<file path="src/rtl/phase_sequencer_if.sv">
// Control/status bundle for phase_sequencer: the sequencing requests going in,
// the stage enables and completion status coming out.
interface phase_sequencer_if #(
  parameter int NUM_PHASES = 5,
  parameter int CNT_W      = 32
);
  logic                  start;
  logic [1:0]            mode;
  logic                  stall;
  logic                  flush;
  logic                  halt_req;
  logic [NUM_PHASES-1:0] phase_en;
  logic                  instr_done;
  logic                  busy;
  logic [CNT_W-1:0]      retired;

  modport master (
    output start, mode, stall, flush, halt_req,
    input  phase_en, instr_done, busy, retired
  );

  modport slave (
    input  start, mode, stall, flush, halt_req,
    output phase_en, instr_done, busy, retired
  );
endinterface

</file>
<file path="src/rtl/phase_sequencer.sv">
// Multi-phase instruction sequencer: walks a one-hot stage enable through
// NUM_PHASES phases of PHASE_CYCLES cycles each, in continuous or single-step mode.
module phase_sequencer #(
  parameter int NUM_PHASES   = 5,
  parameter int PHASE_CYCLES = 1,
  parameter int CNT_W        = 32
) (
  input  logic             clk,
  input  logic             reset,
  phase_sequencer_if.slave bus
);

  localparam int PW = (NUM_PHASES > 1) ? $clog2(NUM_PHASES) : 1;

  localparam logic [1:0]    MODE_RUN   = 2'b01;
  localparam logic [1:0]    MODE_STEP  = 2'b10;
  localparam logic [PW-1:0] LAST_PHASE = PW'(NUM_PHASES - 1);
  localparam logic [7:0]    LAST_DWELL = 8'(PHASE_CYCLES - 1);

  typedef enum logic [1:0] {
    S_IDLE  = 2'd0,
    S_RUN   = 2'd1,
    S_STEP  = 2'd2,
    S_DRAIN = 2'd3
  } state_t;

  state_t            state, state_n;
  logic [PW-1:0]     phase_idx, phase_idx_n;
  logic [7:0]        dwell_cnt, dwell_cnt_n;
  logic              halt_pend, halt_pend_n;
  logic [CNT_W-1:0]  retired, retired_n;
  logic [NUM_PHASES-1:0] one_hot;
  logic [NUM_PHASES-1:0] phase_en;
  logic              instr_done;

  assign one_hot = {{(NUM_PHASES-1){1'b0}}, 1'b1} << phase_idx;

  // NOTE: sequential state uses non-blocking assignments so every register
  // samples the pre-edge values, independent of statement order.
  always_ff @(posedge clk or negedge reset) begin
    if (!reset) begin
      state     <= S_IDLE;
      phase_idx <= '0;
      dwell_cnt <= '0;
      halt_pend <= 1'b0;
      retired   <= '0;
    end else begin
      state     <= state_n;
      phase_idx <= phase_idx_n;
      dwell_cnt <= dwell_cnt_n;
      halt_pend <= halt_pend_n;
      retired   <= retired_n;
    end
  end

  // NOTE: every output of this block gets a default first, so no path can
  // leave a signal unassigned and infer a latch.
  always_comb begin
    state_n     = state;
    phase_idx_n = phase_idx;
    dwell_cnt_n = dwell_cnt;
    halt_pend_n = halt_pend;
    retired_n   = retired;
    phase_en    = '0;
    instr_done  = 1'b0;

    if (state == S_IDLE) begin
      phase_idx_n = '0;
      dwell_cnt_n = '0;
      halt_pend_n = 1'b0;
      if (bus.start && bus.mode == MODE_RUN)  state_n = S_RUN;
      if (bus.start && bus.mode == MODE_STEP) state_n = S_STEP;
    end else begin
      // A halt seen while stalled or flushed is remembered until it can act.
      if (state == S_RUN && bus.halt_req) halt_pend_n = 1'b1;

      if (bus.flush) begin
        phase_idx_n = '0;
        dwell_cnt_n = '0;
        if (state != S_RUN) state_n = S_IDLE;
      end else if (!bus.stall) begin
        phase_en = one_hot;
        if (dwell_cnt == LAST_DWELL) begin
          dwell_cnt_n = '0;
          if (phase_idx == LAST_PHASE) begin
            instr_done  = 1'b1;
            retired_n   = retired + CNT_W'(1);
            phase_idx_n = '0;
          end else begin
            phase_idx_n = phase_idx + PW'(1);
          end
        end else begin
          dwell_cnt_n = dwell_cnt + 8'd1;
        end

        if (instr_done) begin
          state_n = (state == S_RUN && !halt_pend_n) ? S_RUN : S_IDLE;
        end else if (state == S_RUN && halt_pend_n) begin
          state_n = S_DRAIN;
        end
      end
    end
  end

  assign bus.phase_en   = phase_en;
  assign bus.instr_done = instr_done;
  assign bus.busy       = (state != S_IDLE);
  assign bus.retired    = retired;

endmodule

</file>
<file path="src/flat_wrapper.sv">
// flat-port wrapper written by rule: the top's interface ports become plain ports
module phase_sequencer_flat 
#(
  parameter int NUM_PHASES   = 5,
  parameter int PHASE_CYCLES = 1,
  parameter int CNT_W        = 32
)
  (clk, reset, bus_start, bus_mode, bus_stall, bus_flush, bus_halt_req, bus_phase_en, bus_instr_done, bus_busy, bus_retired);
  phase_sequencer_if #(.NUM_PHASES(NUM_PHASES), .CNT_W(CNT_W)) bus_i ();
  input  logic clk;
  input  logic reset;
  input wire logic [$bits(bus_i.start)-1:0] bus_start;
  input wire logic [$bits(bus_i.mode)-1:0] bus_mode;
  input wire logic [$bits(bus_i.stall)-1:0] bus_stall;
  input wire logic [$bits(bus_i.flush)-1:0] bus_flush;
  input wire logic [$bits(bus_i.halt_req)-1:0] bus_halt_req;
  output wire logic [$bits(bus_i.phase_en)-1:0] bus_phase_en;
  output wire logic [$bits(bus_i.instr_done)-1:0] bus_instr_done;
  output wire logic [$bits(bus_i.busy)-1:0] bus_busy;
  output wire logic [$bits(bus_i.retired)-1:0] bus_retired;
  assign bus_i.start = bus_start;
  assign bus_i.mode = bus_mode;
  assign bus_i.stall = bus_stall;
  assign bus_i.flush = bus_flush;
  assign bus_i.halt_req = bus_halt_req;
  assign bus_phase_en = bus_i.phase_en;
  assign bus_instr_done = bus_i.instr_done;
  assign bus_busy = bus_i.busy;
  assign bus_retired = bus_i.retired;
  phase_sequencer #(.NUM_PHASES(NUM_PHASES), .PHASE_CYCLES(PHASE_CYCLES), .CNT_W(CNT_W)) u_core (.clk(clk), .reset(reset), .bus(bus_i));
endmodule
</file>
<file path="config.mk">
export PLATFORM = sky130hd
export DESIGN_NAME = phase_sequencer_flat
export DESIGN_NICKNAME = d
export VERILOG_FILES = /design/src/rtl/phase_sequencer_if.sv /design/src/rtl/phase_sequencer.sv /design/src/flat_wrapper.sv
export SDC_FILE = /design/constraint.sdc
export NUM_CORES = 1
export LEC_CHECK = 0
export ABC_AREA = 1
export BUFFER_PORTS_ARGS = -buffer_cell sky130_fd_sc_hd__buf_2
export CAP_MARGIN = 20
export CORE_MARGIN = 8
export CORE_UTILIZATION = 35
export CTS_BUF_LIST = sky130_fd_sc_hd__clkbuf_8
export DETAILED_ROUTE_END_ITERATION = 16
export SYNTH_ARGS = -nofsm -noshare
export SYNTH_HDL_FRONTEND = slang
export SYNTH_SLANG_ARGS = --single-unit
</file>
<file path="constraint.sdc">
create_clock -name clk -period 1.7 [get_ports clk]
set_clock_uncertainty 0.05 [all_clocks]
set_input_delay 0.34 -clock clk [delete_from_list [all_inputs] [get_ports clk]]
set_output_delay 0.34 -clock clk [all_outputs]
set_load 0.05 [all_outputs]
</file>
# Word level (Yosys, flattened, before mapping)
# Index checks and enable logic that the tools add are counted.
[totals]
register_bits = 46
latch_bits = 0
ram_bits = 0
rom_bits = 0
input_bits = 8
out_inout_bits = 39
word_cells = 66
memories = 0
[op_classes]
n_addsub = 3
multipliers = 0
n_div = 0
order_cmp = 0
eq_ne = 8
shifts = 1
mux = 32
bitwise_logic = 3
n_reduce_logical = 14
[ops]
columns = ["op", "n"]
rows = [
  ["$add A32 B1 Y32 const B", 1],
  ["$mux W8", 4],
  ["$mux W2", 8],
  ["$mux W3", 5],
  ["$mux W5", 3],
  ["$mux W1", 12],
  ["$add A8 B1 Y8 const B", 1],
  ["$logic_not A8 Y1", 1],
  ["$ne A3 B1 Y1 const B", 2],
  ["$logic_and A1 B1 Y1", 5],
  ["$reduce_and A5 Y1", 1],
  ["$shl A1 B3 Y5 const A", 1],
  ["$eq A2 B1 Y1 const B", 2],
  ["$reduce_and A4 Y1", 1],
  ["$reduce_bool A4 Y1", 1],
  ["$add A3 B1 Y3 const B", 1],
  ["$eq A3 B3 Y1 const B", 1],
  ["$ne A3 B3 Y1 const B", 1],
  ["$not A1 Y1", 3],
  ["$reduce_bool A3 Y1", 1],
  ["$eq A2 B2 Y1 const B", 1],
  ["$logic_not A2 Y1", 1],
  ["$ne A2 B1 Y1 const B", 1],
  ["$reduce_and A2 Y1", 1],
  ["other kinds (2)", 2],
]

# Logic depth before layout (Yosys ltp)
# Gate-level depths: netlist of the first run.
[logic_depth]
word_depth = 11
mapped_depth = 11
mapped_depth_nobuf = 11

# Worst setup path after synthesis of the first run
# OpenSTA, ideal clock, no wires.
[synth_path]
path_kind = "register to output"
start = "register u_core.phase_idx[0]"
end = "output port bus_instr_done"
t_arrival_ns = 1.617
required_time_ns = 1.310
slack_ns = -0.307
stages_incl_launch_ff = 10
n_path_buf = 1
cell_sequence = "dfrtp_1 inv_1 ha_1 nand2_1 inv_1 nand2_1 nor2_4 nand2_4 inv_2 buf_6"
[synth_via]
elab_chain_len = 9
[synth_lines]
columns = ["element", "line_no", "rtl"]
rows = [
  ["from (decl)", "phase_sequencer.sv:28", "logic [PW-1:0] phase_idx, phase_idx_n;"],
  ["from (signal assigned)", "phase_sequencer.sv:49", "phase_idx <= phase_idx_n;"],
  ["$eq A3 B3 Y1", "phase_sequencer.sv:85", "if (phase_idx == LAST_PHASE) begin"],
  ["$mux W1", "phase_sequencer.sv:85", ""],
  ["$mux W1", "phase_sequencer.sv:83", "if (dwell_cnt == LAST_DWELL) begin"],
  ["$mux W1", "phase_sequencer.sv:81", "end else if (!bus.stall) begin"],
  ["$mux W1", "phase_sequencer.sv:77", "if (bus.flush) begin"],
  ["$mux W1", "phase_sequencer.sv:67", "if (state == S_IDLE) begin"],
  ["$mux W1", "phase_sequencer.sv:81", ""],
  ["$mux W1", "phase_sequencer.sv:77", ""],
  ["$mux W1", "phase_sequencer.sv:67", ""],
  ["to (decl)", "flat_wrapper.sv:18", "output wire logic [$bits(bus_i.instr_done)-1:0] bus_instr_done;"],
]
# No other way between the ends. The select of a mux whose other input is x is not followed.

# Worst setup path after layout of the first run
# Ends and elaborated chain as after synthesis.

==> run summary, run 1 <==
Cell type of the slowest stage on the worst timing path: sky130_fd_sc_hd__dfrtp_1. Setup repair after global routing could not meet its margin everywhere. The horizontal die dimension is 109 µm. The synthesized-area fraction occupied by adder cells came out at 0.0329. The tools report the worst supply voltage drop on vdd as 0.000315 V. The cell family with the largest share of critical-path delay was flip-flops.

Counting buffers and inverters, the worst setup path is 9 cells deep. Walking the worst path, the cells encountered are inv_2 -> ha_4 -> nand2_4 -> inv_2 -> nand2_2 -> nor2_4 -> nand2_4 -> inv_4 -> buf_8. The synthesized-area fraction occupied by and/or/nand/nor cells is 0.454. For this run, the slowest stage of the critical path takes 0.40 ns. The first TritonRoute pass finished after 4 iterations. The repair_antennas step left the layout with diodes totalling 0.

The number of hold violations in the final report was 0. In the routed layout, each cell is associated on average with a via count of 4.72. The post-route clock period utilization works out to 1.10. The H-tree generated during clock tree synthesis spans 2 levels. The critical path contains buffers and inverters numbering 4 combined.

The tools report the gate count after technology mapping as 459. Global routing finished with a remaining overflow of 0. Max-cap violations in this run came to 0. After routing the design area is 4090 µm². The relative slew slack came out at 0.730. Post-synth design cell area: 3050 µm². The later pin in the worst-skew pair is clocked with a latency of 0.30 ns.

The required time at the endpoint of the critical path is 1.31 ns. The netlist uses 25 different library cells. The shortest clock period the worst path allows after layout was 1.87 ns.

The kind of capture point of the worst setup path was an output port. The worst setup path is launched from a flop. The area share of xor/xnor cells in the synthesized design was 0.0402; the share of layout cells above drive strength 1 was 0.278. Setup violations remaining at the end of the flow were counted as 13. The number of cells on the worst reg-to-reg path is 14.

Worst setup path category: flop to output port. At the pin with the least slew margin, the transition time is 0.405 ns. The number of input and output port buffers inserted was 46; the mean instance size in the synthesized netlist was 6.64 µm². The checks that failed: negative setup slack. The min-delay analysis places its worst path in the category primary input to flop. The leakage component of the power is 0.00205 µW.

The first global-routing pass estimated 14.1 mm of wire. In this run the deepest clock path goes through 2 buffers. The top cell type's share of synthesized area came out at 0.378. The number of remaining DRC errors is 0. The largest total area in the synthesized netlist belongs to sky130_fd_sc_hd__dfrtp_1. From synthesis to final layout, the design area changed by 34.1%. The number of cells on the worst hold path came out at 3.

Entering global routing, the biggest net connects 47 pins. Clock tree synthesis selected as its root buffer the cell sky130_fd_sc_hd__clkbuf_8. Static timing analysis puts the maximum clock frequency at 0.535 GHz. The number of ports placed on the die boundary came out at 47. After detailed routing, the average wire length per cell comes to 12.9 µm. TritonCTS built the clock tree.

In the post-synthesis netlist, the biggest area contributors are sky130_fd_sc_hd__dfrtp_1 38%, sky130_fd_sc_hd__nand2_1 25%, sky130_fd_sc_hd__nor2_1 8.5%. The run gives 11900 µm² as the overall die area. TritonCTS created 5 clock buffers.

The initial antenna violation count was 0. The post-synthesis compound-gate area fraction was 0.0329. The run gives 0.355 as the initial core utilization. The logs give 0.378 for the sequential-to-total area share from yosys stat and 2460 µW for the total power.

Sequential cell area: 1160 µm². Main combinational cell family by area after synthesis: simple AND/OR/NAND/NOR gates. Dividing total power by cell area gives a power density of 602 nW/µm².

The filler cells instantiated in the layout total 864. For this block, the initial DRC count from the detailed router was 137. Yosys printed 0 warnings. The cell area after placement was 3660 µm²; the global-route total usage across every layer was 0.145. The critical-path maximum fanout was 2.

The clock-pin slew on the worst setup and hold paths is 0.09 ns, and the number of clock sinks is 46. The area of the core region came out at 8590 µm². The final count of pins violating max slew was 0; the post-route worst setup slack was -0.170 ns.

The multi-input combinational cells in the finished layout cover a total of 1880 µm². Data arrival time of the critical path: 1.48 ns. The floorplan step set the die height to 109 µm.

The floorplan has 34 rows. The detailed router placed 3108 vias in this run. The proportion of synthesized area in mux cells is 0. The number of global-route vias before repair is 2964.

The number of nets handed over by synthesis was 475. The placer congestion estimate was 0.899; the net total in the final layout was 566. The remaining number of nets flagged by the antenna check after routing was 0. Synthesis inferred 46 register bits.

After legalization and detailed placement, the total HPWL measured 6.46 mm. The flow ran to the end, but the final reports show violations. Wires add up to 8.51 mm.
[kinds of logic (layout without fill, tap and decap cells)]
| family | count (synthesis) | count (layout) |
|---|---|---|
| adders and majority gates | 8 | 8 |
| xor gates and xnor gates | 14 | 14 |
| buffers and inverters | 46 | 137 |
| DFF | 46 | 46 |
| AOI/OAI and AO/OA | 19 | 19 |
| and+or+nand+nor | 326 | 326 |
[synthesized netlist by cell type]
master                     count
sky130_fd_sc_hd__nand2_2       2
sky130_fd_sc_hd__dfrtp_1      46
sky130_fd_sc_hd__inv_2         4
sky130_fd_sc_hd__o21ai_0       9
sky130_fd_sc_hd__xor2_1       12
sky130_fd_sc_hd__a21oi_1       6
sky130_fd_sc_hd__buf_6         2
sky130_fd_sc_hd__nor3_1        1
sky130_fd_sc_hd__o22ai_1       2
sky130_fd_sc_hd__nand2_4       2
sky130_fd_sc_hd__nor2_4        2
sky130_fd_sc_hd__nand3b_1     12
sky130_fd_sc_hd__o21ai_1       1
sky130_fd_sc_hd__xnor2_1       2
sky130_fd_sc_hd__nor2_1       69
sky130_fd_sc_hd__nor3b_1       2
sky130_fd_sc_hd__buf_2         2
sky130_fd_sc_hd__nor2_2        8
sky130_fd_sc_hd__nand4_1       7
sky130_fd_sc_hd__nor3b_2       1
sky130_fd_sc_hd__nand3_1      19
sky130_fd_sc_hd__inv_1        38
sky130_fd_sc_hd__ha_1          8
sky130_fd_sc_hd__nand2_1     201
sky130_fd_sc_hd__a21boi_1      1
[metrics by stage]
step	util	setup TNS (ns)	worst slack [ns]	hold slack (ns)	std cells
CTS	0.453	-0.859	-0.178	0.226	651
detailed placement	0.426	-0.232	-0.0683	0.297	639
floorplan	-	-2.35	-0.250	-0.00559	459
finish	0.475	-0.927	-0.170	0.238	658
global placement	0.426	-0.0120	-0.0103	0.293	639
global route	0.475	-2.50	-0.253	0.231	658
[state kept, by name (all words and copies together), names as in the netlist]
signal and cells:
u_core.dwell_cnt 8, u_core.bus.retired 32, u_core.phase_idx 3, u_core.halt_pend 1, u_core.state 2
[routing by layer]
layer / vias up / global-route usage / wire, µm
li1: 1599 / - / -
met1: 1444 / 0.185 / 3760
met2: 59 / 0.252 / 4260
met3: 6 / 0.0240 / 383
met4: 0 / 0.0289 / 99
met5: - / 0 / 0
[worst min-delay path, cell delays in order]
cell and delay [ns]:
sky130_fd_sc_hd__buf_2 0.10, sky130_fd_sc_hd__nand2_1 0.05, sky130_fd_sc_hd__a21oi_1 0.05
[timing repair]
item | in CTS | in global routing
endpoints found under the setup margin | 11 | 29
buffers inserted | 5 | 8
gates cloned | 0 | 0
hold buffers | 1 | 0
pin swaps | 6 | 10
hold endpoints to repair | 46 | 0
gates resized for setup | 31 | 42
[layout by cell type (no fill, tap or decap), types with 5 or more instances in the layout]
| master | Yosys | routed |
|---|---|---|
| sky130_fd_sc_hd__buf_6 | 2 | 9 |
| sky130_fd_sc_hd__buf_2 | 2 | 40 |
| sky130_fd_sc_hd__clkbuf_8 | 0 | 5 |
| sky130_fd_sc_hd__xor2_1 | 12 | 11 |
| sky130_fd_sc_hd__buf_4 | 0 | 30 |
| sky130_fd_sc_hd__nand3b_1 | 12 | 12 |
| sky130_fd_sc_hd__inv_1 | 38 | 36 |
| sky130_fd_sc_hd__dfrtp_1 | 46 | 41 |
| sky130_fd_sc_hd__nor2_2 | 8 | 16 |
| sky130_fd_sc_hd__nand3_1 | 19 | 14 |
| sky130_fd_sc_hd__nand2_1 | 201 | 193 |
| sky130_fd_sc_hd__nand4_1 | 7 | 7 |
| sky130_fd_sc_hd__a21oi_1 | 6 | 6 |
| sky130_fd_sc_hd__inv_2 | 4 | 6 |
| sky130_fd_sc_hd__o21ai_0 | 9 | 9 |
| sky130_fd_sc_hd__nor2_4 | 2 | 10 |
| sky130_fd_sc_hd__nor2_1 | 69 | 53 |
| sky130_fd_sc_hd__ha_1 | 8 | 5 |
| sky130_fd_sc_hd__dfrtp_2 | 0 | 5 |
| sky130_fd_sc_hd__nand3_2 | 0 | 5 |
| sky130_fd_sc_hd__nand2_2 | 2 | 8 |
[final timing paths]
| path | startpoint | to | slack (ns) |
|---|---|---|---|
| worst max-delay path | u_core.phase_idx[0] | bus_instr_done | -0.17 |
| worst min-delay path | bus_halt_req | u_core.halt_pend | 0.24 |
| worst max register to register | u_core.phase_idx[0] | u_core.bus.retired[21] | -0.05 |
| worst min register to register | u_core.bus.retired[11] | u_core.bus.retired[11] | 0.47 |
| max in group asynchronous | reset | u_core.bus.retired[25] | 0.87 |
| min in group asynchronous | reset | u_core.bus.retired[24] | 0.49 |
[power by group]
part | switching (µW) | leakage [µW] | internal (µW) | total, µW
sequential | 40.0 | 0.000621 | 1130 | 1170
clock | 370 | 0.0000414 | 277 | 647
combinational | 419 | 0.00139 | 219 | 639
[layout make-up]
type	instances	area share
Multi-Input combinational cell	367	0.459
Sequential cell	46	0.283
Timing Repair Buffer	88	0.166
Inverter	42	0.0392
Tap cell	108	0.0331
Clock buffer	5	0.0168
Clock inverter	2	0.00276
Power figures use the tool's default switching activity.
==> inputs of run 2 (changes only) <==
--- a/config.mk
+++ b/config.mk
@@ -5,7 +5,6 @@
 export SDC_FILE = /design/constraint.sdc
 export NUM_CORES = 1
 export LEC_CHECK = 0
-export ABC_AREA = 1
 export BUFFER_PORTS_ARGS = -buffer_cell sky130_fd_sc_hd__buf_2
 export CAP_MARGIN = 20
 export CORE_MARGIN = 8
==> run 2 against run 1 <==
Compared with the run above:
- the run still ends with negative setup slack left
- first-iteration DRC count is 46% lower
- wire length is 30% lower
- global-route usage is 1.9 points lower
- worst setup slack worse by 0.25 ns
- via count is 33% lower
- critical endpoint unchanged
- non-clock buffer count is 15 higher
- hold slack better by 0.039 ns
- combinational power is 69% higher
- register-to-register slack worse by 0.27 ns
==> run summary, run 2 <==
Relative to the synthesized area, the layout overhead comes to 55.2%. The tools report the gate count after technology mapping as 232 (-49%). The tools report the post-synth net total as 248 (-48%).

The run gives 0.00171 µW (-17%) as the leakage component of the power. The run gives 30 (-12%) as the site row count. The run finished, with violations left. The run gives 996 µW (+20%) as the power spent charging and discharging nets. The tools report the sequential-to-total area share from yosys stat as 0.490 (+0.112). For the net total in the final layout, the log shows 356 (-37%). The run gives -0.416 ns (-0.246 ns) as the post-route worst setup slack. For the final instance count without filler cells, the log shows 421 (-36%).

The via-per-instance ratio was 4.91 (+4.0%). The overall die area came out at 9590 µm² (-20%). Walking the worst path, the cells encountered are inv_2 -> ha_4 -> nand2_4 -> or3_4 -> buf_6 -> nor2_4 -> buf_8. The cell type contributing the most total cell area after synthesis was sky130_fd_sc_hd__dfrtp_1. For the number of global-route vias before repair, the log shows 2111 (-29%). The total power per unit cell area was 812 nW/µm² (+35%); the final count of pins violating max slew was 0 (unchanged). The clock-pin slew on the worst setup and hold paths is 0.09 ns (about the same), and the flip-flop count of the largest register after layout is 32 (unchanged). The tools report the clock latency on the worst-skew pair as 0.30 ns (about the same). The tools report the total power as 2960 µW (+20%). Post-synthesis async set-or-reset flop share: 1.00 (unchanged). Critical path launch point type: a flop. For the relative slew slack, the log shows 0.698 (-0.0321).

Ranked by instance count, the synthesized netlist is headed by 46 x sky130_fd_sc_hd__dfrtp_1, 26 x sky130_fd_sc_hd__nand2_1, 25 x sky130_fd_sc_hd__xnor2_1. The number of hold violations in the final report came out at 0 (unchanged). The logs give 6640 µm² (-23%) for the area of the core region and 47 (+34) for the final count of negative-setup-slack endpoints. The number of input and output port buffers inserted is 46 (unchanged), and the transition time of the tightest slew-check pin is 0.450 ns (+0.0456 ns).

The number of ports placed on the die boundary came out at 47 (unchanged). The tools report the proportion of power drawn by the clock network as 0.230 (-0.033). The path with the worst hold slack has its endpoint at u_core.halt_pend. The initial antenna violation count is 0 (unchanged), and the post-route clock period utilization is 1.24 (+0.145). The combinational group share of total power was 0.364 (+0.104); the number of cell instances on the worst register-to-register path was 9 (-5). The worst supply voltage drop on vdd came out at 0.000511 V (+62%). Kind of capture point of the worst setup path: an output port. The number of buffers created by CTS came out at 5 (unchanged). The buffering stage count on the worst path with inverters included came out at 3 (-1). The critical-path maximum fanout was 3 (+1).

The logs give 0 (unchanged) for the number of warnings issued by yosys and 0 (unchanged) for the number of diodes added for antenna fixing. In the post-synthesis netlist, the biggest area contributors are sky130_fd_sc_hd__dfrtp_1 49%, sky130_fd_sc_hd__xnor2_1 9.3%, sky130_fd_sc_hd__nand4_1 5.1%. The final reports fail on negative setup slack. The global-route total usage across every layer is 0.126 (-0.0190).

The timing-limited maximum frequency is 0.472 GHz (-12%). The highest metal layer with signal wires is met4. The run gives 4 (unchanged) as the first-pass iteration count of the detailed router. The top cell type's share of synthesized area is 0.490 (+0.112). The deepest level of the CTS H-tree was 2 (unchanged). The tools report the worst setup slack after placement as -0.282 ns (-0.214 ns). Met2 routed wirelength: 2.84 mm (-33%).

The top cell types in the final layout, fill and taps aside, are 42 x sky130_fd_sc_hd__buf_4, 39 x sky130_fd_sc_hd__buf_2, 35 x sky130_fd_sc_hd__dfrtp_1. The most used flip-flop cell after synthesis is sky130_fd_sc_hd__dfrtp_1. The count of distinct cell types in the synthesized netlist was 32 (+28%); the post-synth design cell area was 2350 µm² (-23%). The remaining number of nets flagged by the antenna check after routing is 0 (unchanged). The data arrival time of the critical path came out at 1.73 ns (+0.25 ns). Share of layout cells above drive strength 1: 0.516 (+0.238).

Leaving out fill and tap cells, the most frequent cell in the layout is sky130_fd_sc_hd__buf_4. The run gives 2 (unchanged) as the maximum buffer depth of the clock tree. The switching share of power came out at 0.337 (-0.000798).

The worst min-delay path class was primary input to flop. The tools report the wire length of the first global-routing pass as 9.97 mm (-29%). The count of maximum capacitance violations is 0 (unchanged).

The total via count in the routed design came out at 2068 (-33%). The largest individual stage delay along the critical path comes from the cell sky130_fd_sc_hd__dfrtp_1. The run gives 289 µm (-25%) as the amount of wire on met3 after detailed routing.

TritonCTS built the clock tree. For the number of clock sinks, the log shows 46 (unchanged). The proportion of power drawn by flip-flops and latches is 0.406 (-0.071). The tools report the setup slack of the worst register-to-register path as -0.32 ns (-0.27 ns). For the number of DRC violations after detailed-routing iteration 0, the log shows 74 (-46%).

The largest net degree at the start of global routing came out at 47 (unchanged). In this run the critical register-to-register path is launched from u_core.phase_idx[0]. The mean instance size in the synthesized netlist is 10.1 µm² (+53%). The most common cell in the synthesized netlist is sky130_fd_sc_hd__dfrtp_1. For the accumulated negative setup slack, the log shows -8.89 ns (-7.97 ns). Number of cells after detailed placement: 399 (-38%). The tools report the initial core utilization as 0.354 (-0.000870). Shortest clock period the worst path allows after layout: 2.12 ns (+0.246 ns). Detailed-routing wirelength on met1: 2.75 mm (-27%). The number of synthesized flops with an enable pin works out to 0 (unchanged). In this design, the largest share of critical-path delay is due to simple AND/OR/NAND/NOR gates.

The required time at the endpoint of the critical path was 1.31 ns (about the same). The placer congestion estimate is 0.759 (-16%), and the wire length per cell is 14.1 µm (+9.1%). The horizontal die dimension works out to 97.9 µm (-10%).

Global-route congestion overflow total: 0 (unchanged). For the number of remaining DRC errors, the log shows 0 (unchanged). The total wirelength of the detailed-routed design was 5.94 mm (-30%).

Worst setup path category: flop to output port. Setup repair after global routing could not meet its margin everywhere. The biggest cell delay along the critical path is 0.40 ns (about the same). For the worst hold margin, the log shows 0.277 ns (+0.0388 ns).

The height of the die was 97.9 µm (-10%); the internal power component was 1960 µW (+20%). In this run the critical register-to-register path is captured at u_core.bus.retired[15]. The estimated wirelength of the detail-placed design is 4.19 mm (-35%). The largest registers in the layout are u_core.bus.retired x32, u_core.dwell_cnt x8, u_core.phase_idx x3.

In this run the most critical hold path is launched from bus_halt_req. Synthesis-stage register bit count: 46 (unchanged). Ranked by flip-flop count, first place goes to u_core.bus.retired. Number of cells on the worst hold path: 3 (unchanged). The root buffer cell chosen for the clock tree is sky130_fd_sc_hd__clkbuf_8.
[run 2: cell types whose count changed after synthesis, moves of 4 or more]
cell | previous run | this run
sky130_fd_sc_hd__nand2_1 | 201 | 26
sky130_fd_sc_hd__nor2_1 | 69 | 18
sky130_fd_sc_hd__inv_1 | 38 | 11
sky130_fd_sc_hd__xnor2_1 | 2 | 25
sky130_fd_sc_hd__nand3b_1 | 12 | 0
sky130_fd_sc_hd__nand4_1 | 7 | 19
sky130_fd_sc_hd__and3_1 | 0 | 8
sky130_fd_sc_hd__nor2_2 | 8 | 0
sky130_fd_sc_hd__nor3_1 | 1 | 7
sky130_fd_sc_hd__nand3_1 | 19 | 14
sky130_fd_sc_hd__a21oi_1 | 6 | 2
sky130_fd_sc_hd__and2_1 | 0 | 4
sky130_fd_sc_hd__inv_2 | 4 | 0
[run 2: per-stage QoR]
stage / util / instance area (µm²)
floorplan: - / 2420
global placement: 0.466 / 3090
detailed placement: 0.466 / 3090
CTS: 0.532 / 3540
global route: 0.549 / 3650
finish: 0.549 / 3650
[run 2: worst max-delay path by stage]
stage	from	slack (ns)	to	cells after the start
2_1_floorplan	u_core.phase_idx[0]	-0.33	u_core.bus.retired[21]	7
3_3_place_gp	bus_flush	-0.27	u_core.bus.retired[15]	7
3_5_place_dp	bus_flush	-0.28	u_core.bus.retired[11]	6
4_1_cts	u_core.phase_idx[1]	-0.45	bus_instr_done	7
5_1_grt	u_core.phase_idx[0]	-0.49	bus_instr_done	7
6_report	u_core.phase_idx[0]	-0.42	bus_instr_done	7
[run 2: metal layers]
metal / vias up / track usage
li1: 1024 / -
met1: 1002 / 0.155
met2: 36 / 0.207
met3: 6 / 0.0384
met4: 0 / 0.0360
met5: - / 0
[run 2: worst min-delay path, cell delays in order]
cell	delay, ns
sky130_fd_sc_hd__buf_2	0.09
sky130_fd_sc_hd__a21oi_1	0.06
sky130_fd_sc_hd__nor2_1	0.09
[run 2: cell families after synthesis]
kind of cell | after synthesis | synth area share
AND/OR/NAND/NOR | 108 | 0.248
flip-flops | 46 | 0.490
AO/OA/AOI/OAI | 17 | 0.0469
multiplexers | 3 | 0.0144
buffers and inverters | 13 | 0.0208
adder cells (fa/ha/maj) | 8 | 0.0426
XOR/XNOR | 37 | 0.138
[run 2: power by group through the flow]
stage | logic [µW] | registers (µW) | clock network, µW
after detailed placement | 768 | 1220 | 0
after CTS | 995 | 1200 | 705
after global placement | 749 | 1220 | 0
after global routing | 1160 | 1210 | 747
after floorplan | 402 | 1240 | 0
final | 1080 | 1200 | 682
[run 2: area by class of cell]
type | count | area (µm²)
Inverter | 11 | 41.3
Clock inverter | 3 | 21.3
Tap cell | 80 | 100
Clock buffer | 5 | 68.8
Timing Repair Buffer | 103 | 793
Sequential cell | 46 | 1160
Fill cell | 569 | 3000
Multi-Input combinational cell | 173 | 1460
[run 2: what timing repair did]
action	4_1_cts	5_1_grt
hold endpoints to repair	46	0
setup buffers	13	6
pin swaps	38	14
gates resized for setup	71	22
hold buffers	1	0
setup endpoints to repair	49	49
gates cloned	1	0
==> inputs of run 3 (changes only) <==
--- a/config.mk
+++ b/config.mk
@@ -8,9 +8,10 @@
 export BUFFER_PORTS_ARGS = -buffer_cell sky130_fd_sc_hd__buf_2
 export CAP_MARGIN = 20
 export CORE_MARGIN = 8
-export CORE_UTILIZATION = 35
+export CORE_UTILIZATION = 30
 export CTS_BUF_LIST = sky130_fd_sc_hd__clkbuf_8
 export DETAILED_ROUTE_END_ITERATION = 16
+export RECOVER_POWER = 100
 export SYNTH_ARGS = -nofsm -noshare
 export SYNTH_HDL_FRONTEND = slang
 export SYNTH_SLANG_ARGS = --single-unit
==> run 3 against run 2 <==
Compared with the run above:
- the flow still finishes with violations (negative setup slack)
- core utilization is 5.3 points lower
- final cell count is 7.6% higher
- sequential power about the same
- register-to-register slack worse by 0.07 ns
- combinational power barely moved
- wire length grew 12%
- first-iteration DRC count shrank 15%
- sequential share of layout area fell by 1.2 points
- clock power grew 48%
- via count increased by 4.8%
- critical endpoint unchanged
- highest routed layer unchanged
==> run summary, run 3 (synthesis gave the netlist of run 2 again) <==
The shortest clock period the worst path allows after layout was 2.14 ns (+0.0243 ns). Relative to the synthesized area, the layout overhead comes to 61.4%. The number of remaining DRC errors was 0 (unchanged). The critical-path maximum fanout is 3 (unchanged), and the required time at the endpoint of the critical path is 1.31 ns (about the same). The logs give 2394 (+13%) for the number of global-route vias before repair and -10.20 ns (-1.30 ns) for the accumulated negative setup slack.

The height of the die is 105 µm (+6.7%), and the wire length of the first global-routing pass is 11.5 mm (+15%). The worst hold margin was 0.245 ns (-0.0324 ns); the number of cells on the worst hold path was 3 (unchanged). Launching element of the worst setup path: u_core.phase_idx[0]. Number of DRC violations after detailed-routing iteration 0: 63 (-15%).

STA classifies the critical path endpoint as an output port. The share of layout cells above drive strength 1 is 0.536 (+0.0195), and the count of maximum capacitance violations is 0 (unchanged). For the number of buffers created by CTS, the log shows 5 (unchanged). The number of ports placed on the die boundary is 47 (unchanged), and the overall die area is 10900 µm² (+14%). The post-route worst setup slack was -0.441 ns (-0.0243 ns). The tools report the number of fill cells in the layout as 691 (+21%).

The site row count is 32 (+6.7%). Ranked by flip-flop count, first place goes to u_core.bus.retired. The run gives 47 (unchanged) as the largest net degree at the start of global routing. The largest registers in the layout are u_core.bus.retired x32, u_core.dwell_cnt x8, u_core.phase_idx x3. Worst-case hold path end point: u_core.halt_pend. The wire length per cell came out at 14.7 µm (+4.2%). For this design, the slowest cell found on the critical path is sky130_fd_sc_hd__dfrtp_1. The number of clock sinks is 46 (unchanged).

Worst setup path category: flop to output port. The tools report the deepest level of the CTS H-tree as 2 (unchanged). The clock-pin slew on the worst setup and hold paths is 0.09 ns (about the same). The maximum buffer depth of the clock tree came out at 2 (unchanged).

Global-route congestion overflow total: 0 (unchanged). The initial core utilization is 0.307 (-0.0464), and the total via count in the routed design is 2167 (+4.8%). The total power per unit cell area is 865 nW/µm² (+6.6%), and the number of cells after detailed placement is 421 (+5.5%). The number of hold violations in the final report came out at 0 (unchanged). In this run the clock root is driven by a sky130_fd_sc_hd__clkbuf_8. The placer congestion estimate was 0.785 (+3.4%); the estimated wirelength of the detail-placed design was 4.37 mm (+4.4%). The via-per-instance ratio was 4.78 (-2.6%). The setup slack of the worst register-to-register path is -0.39 ns (-0.07 ns), and the timing-limited maximum frequency is 0.467 GHz (-1.1%).

The number of diodes added for antenna fixing is 0 (unchanged). The final count of pins violating max slew was 0 (unchanged). The library cells used most frequently in the layout, excluding fill and tap cells, are 50 x sky130_fd_sc_hd__buf_4, 35 x sky130_fd_sc_hd__dfrtp_1, 31 x sky130_fd_sc_hd__clkbuf_2. In this run the worst hold path is classified as primary input to flop. The run gives 0 (unchanged) as the initial antenna violation count. The number of input and output port buffers inserted is 46 (unchanged), and the sequential cell area is 1160 µm² (unchanged). The most common library cell in the layout ignoring fill and taps was sky130_fd_sc_hd__buf_4. The tools report the area of the core region as 7650 µm² (+15%). TritonCTS built the clock tree. The worst register-to-register path ends at u_core.bus.retired[1].

The checks that failed: negative setup slack. The run finished, with violations left. The total wirelength of the detailed-routed design came out at 6.66 mm (+12%). The run gives 0.00173 µW (+1.2%) as the leakage component of the power.

The remaining number of nets flagged by the antenna check after routing is 0 (unchanged). The logs give 1460 µm² (unchanged) for the multi-input logic area and 49 (+4.3%) for the final count of negative-setup-slack endpoints. The data arrival time of the critical path is 1.75 ns (+0.02 ns).

STA classifies the critical path startpoint as a flop. Number of cell instances on the worst register-to-register path: 10 (+1). The relative slew slack is 0.565 (-0.132). The run gives 0.496 (-0.0529) as the final design utilization.

The startpoint identified for the worst register-to-register timing path is u_core.phase_idx[0]. Post-route clock period utilization: 1.26 (+0.0143). The horizontal die dimension is 105 µm (+6.7%), and the flip-flop count of the largest register after layout is 32 (unchanged).

Setup repair after global routing could not meet its margin everywhere. In this run the most critical hold path is launched from bus_halt_req. The global-route total usage across every layer is 0.125 (-0.000885).

The first-pass iteration count of the detailed router is 5 (+1). The tools report the net total in the final layout as 366 (+2.8%). The transition time of the tightest slew-check pin works out to 0.652 ns (+0.202 ns). Biggest cell delay along the critical path: 0.40 ns (about the same). The final instance count without filler cells is 453 (+7.6%), and the clock latency on the worst-skew pair is 0.30 ns (about the same).

The critical path goes through inv_2 -> ha_4 -> nand2_4 -> or3_4 -> buf_6 -> nor2_4 -> buf_8. Worst supply voltage drop on vdd: 0.000544 V (+6.3%).
run 3: cell type report:
type,count,share of cell area
Clock buffer,6,0.0218
Clock inverter,2,0.0158
Inverter,11,0.0122
Multi-Input combinational cell,173,0.384
Sequential cell,46,0.307
Tap cell,102,0.0337
Timing Repair Buffer,113,0.225
run 3: timing repair:
item / 4_1_cts / 5_1_grt
setup endpoints to repair: 48 / 52
pin swaps: 29 / 21
hold buffers: 1 / 0
hold endpoints to repair: 46 / 0
resized for setup: 76 / 24
buffers inserted: 24 / 7
gates cloned: 1 / 0
run 3: per-layer routing:
layer	global-route usage	wire length, µm	up-vias	share of wire
li1	-	-	1052	-
met1	0.149	2860	1067	0.43
met2	0.213	3430	36	0.51
met3	0.0322	278	12	0.042
met4	0.0424	97	0	0.015
met5	0	0	-	0
run 3: how the worst max path moves through the flow:
stage,to,cells after the start
2_1_floorplan,u_core.bus.retired[21],7
3_5_place_dp,u_core.bus.retired[15],7
4_1_cts,bus_instr_done,7
6_report,bus_instr_done,7
5_1_grt,u_core.bus.retired[29],9
3_3_place_gp,u_core.bus.retired[15],7
run 3: where the power goes:
part           internal (µW)  switching (µW)
Sequential              1150            36.6
Clock                    627             387
Combinational            507             569
run 3: worst max-delay path, delay by kind of cell (launching register included):
family                   cells  cell delay [ns]
adder cells (fa/ha/maj)      1             0.15
buffers and inverters        3             0.38
flip-flops                   1             0.40
AND/OR/NAND/NOR              3             0.52
run 3: per-stage QoR:
stage	power [µW]	instance area, µm²	setup slack, ns
after floorplan	1650	2420	-0.331
after global placement	1980	3120	-0.254
after detailed placement	1980	3120	-0.290
after CTS	3260	3730	-0.405
after global routing	3450	3790	-0.494
final	3280	3790	-0.441
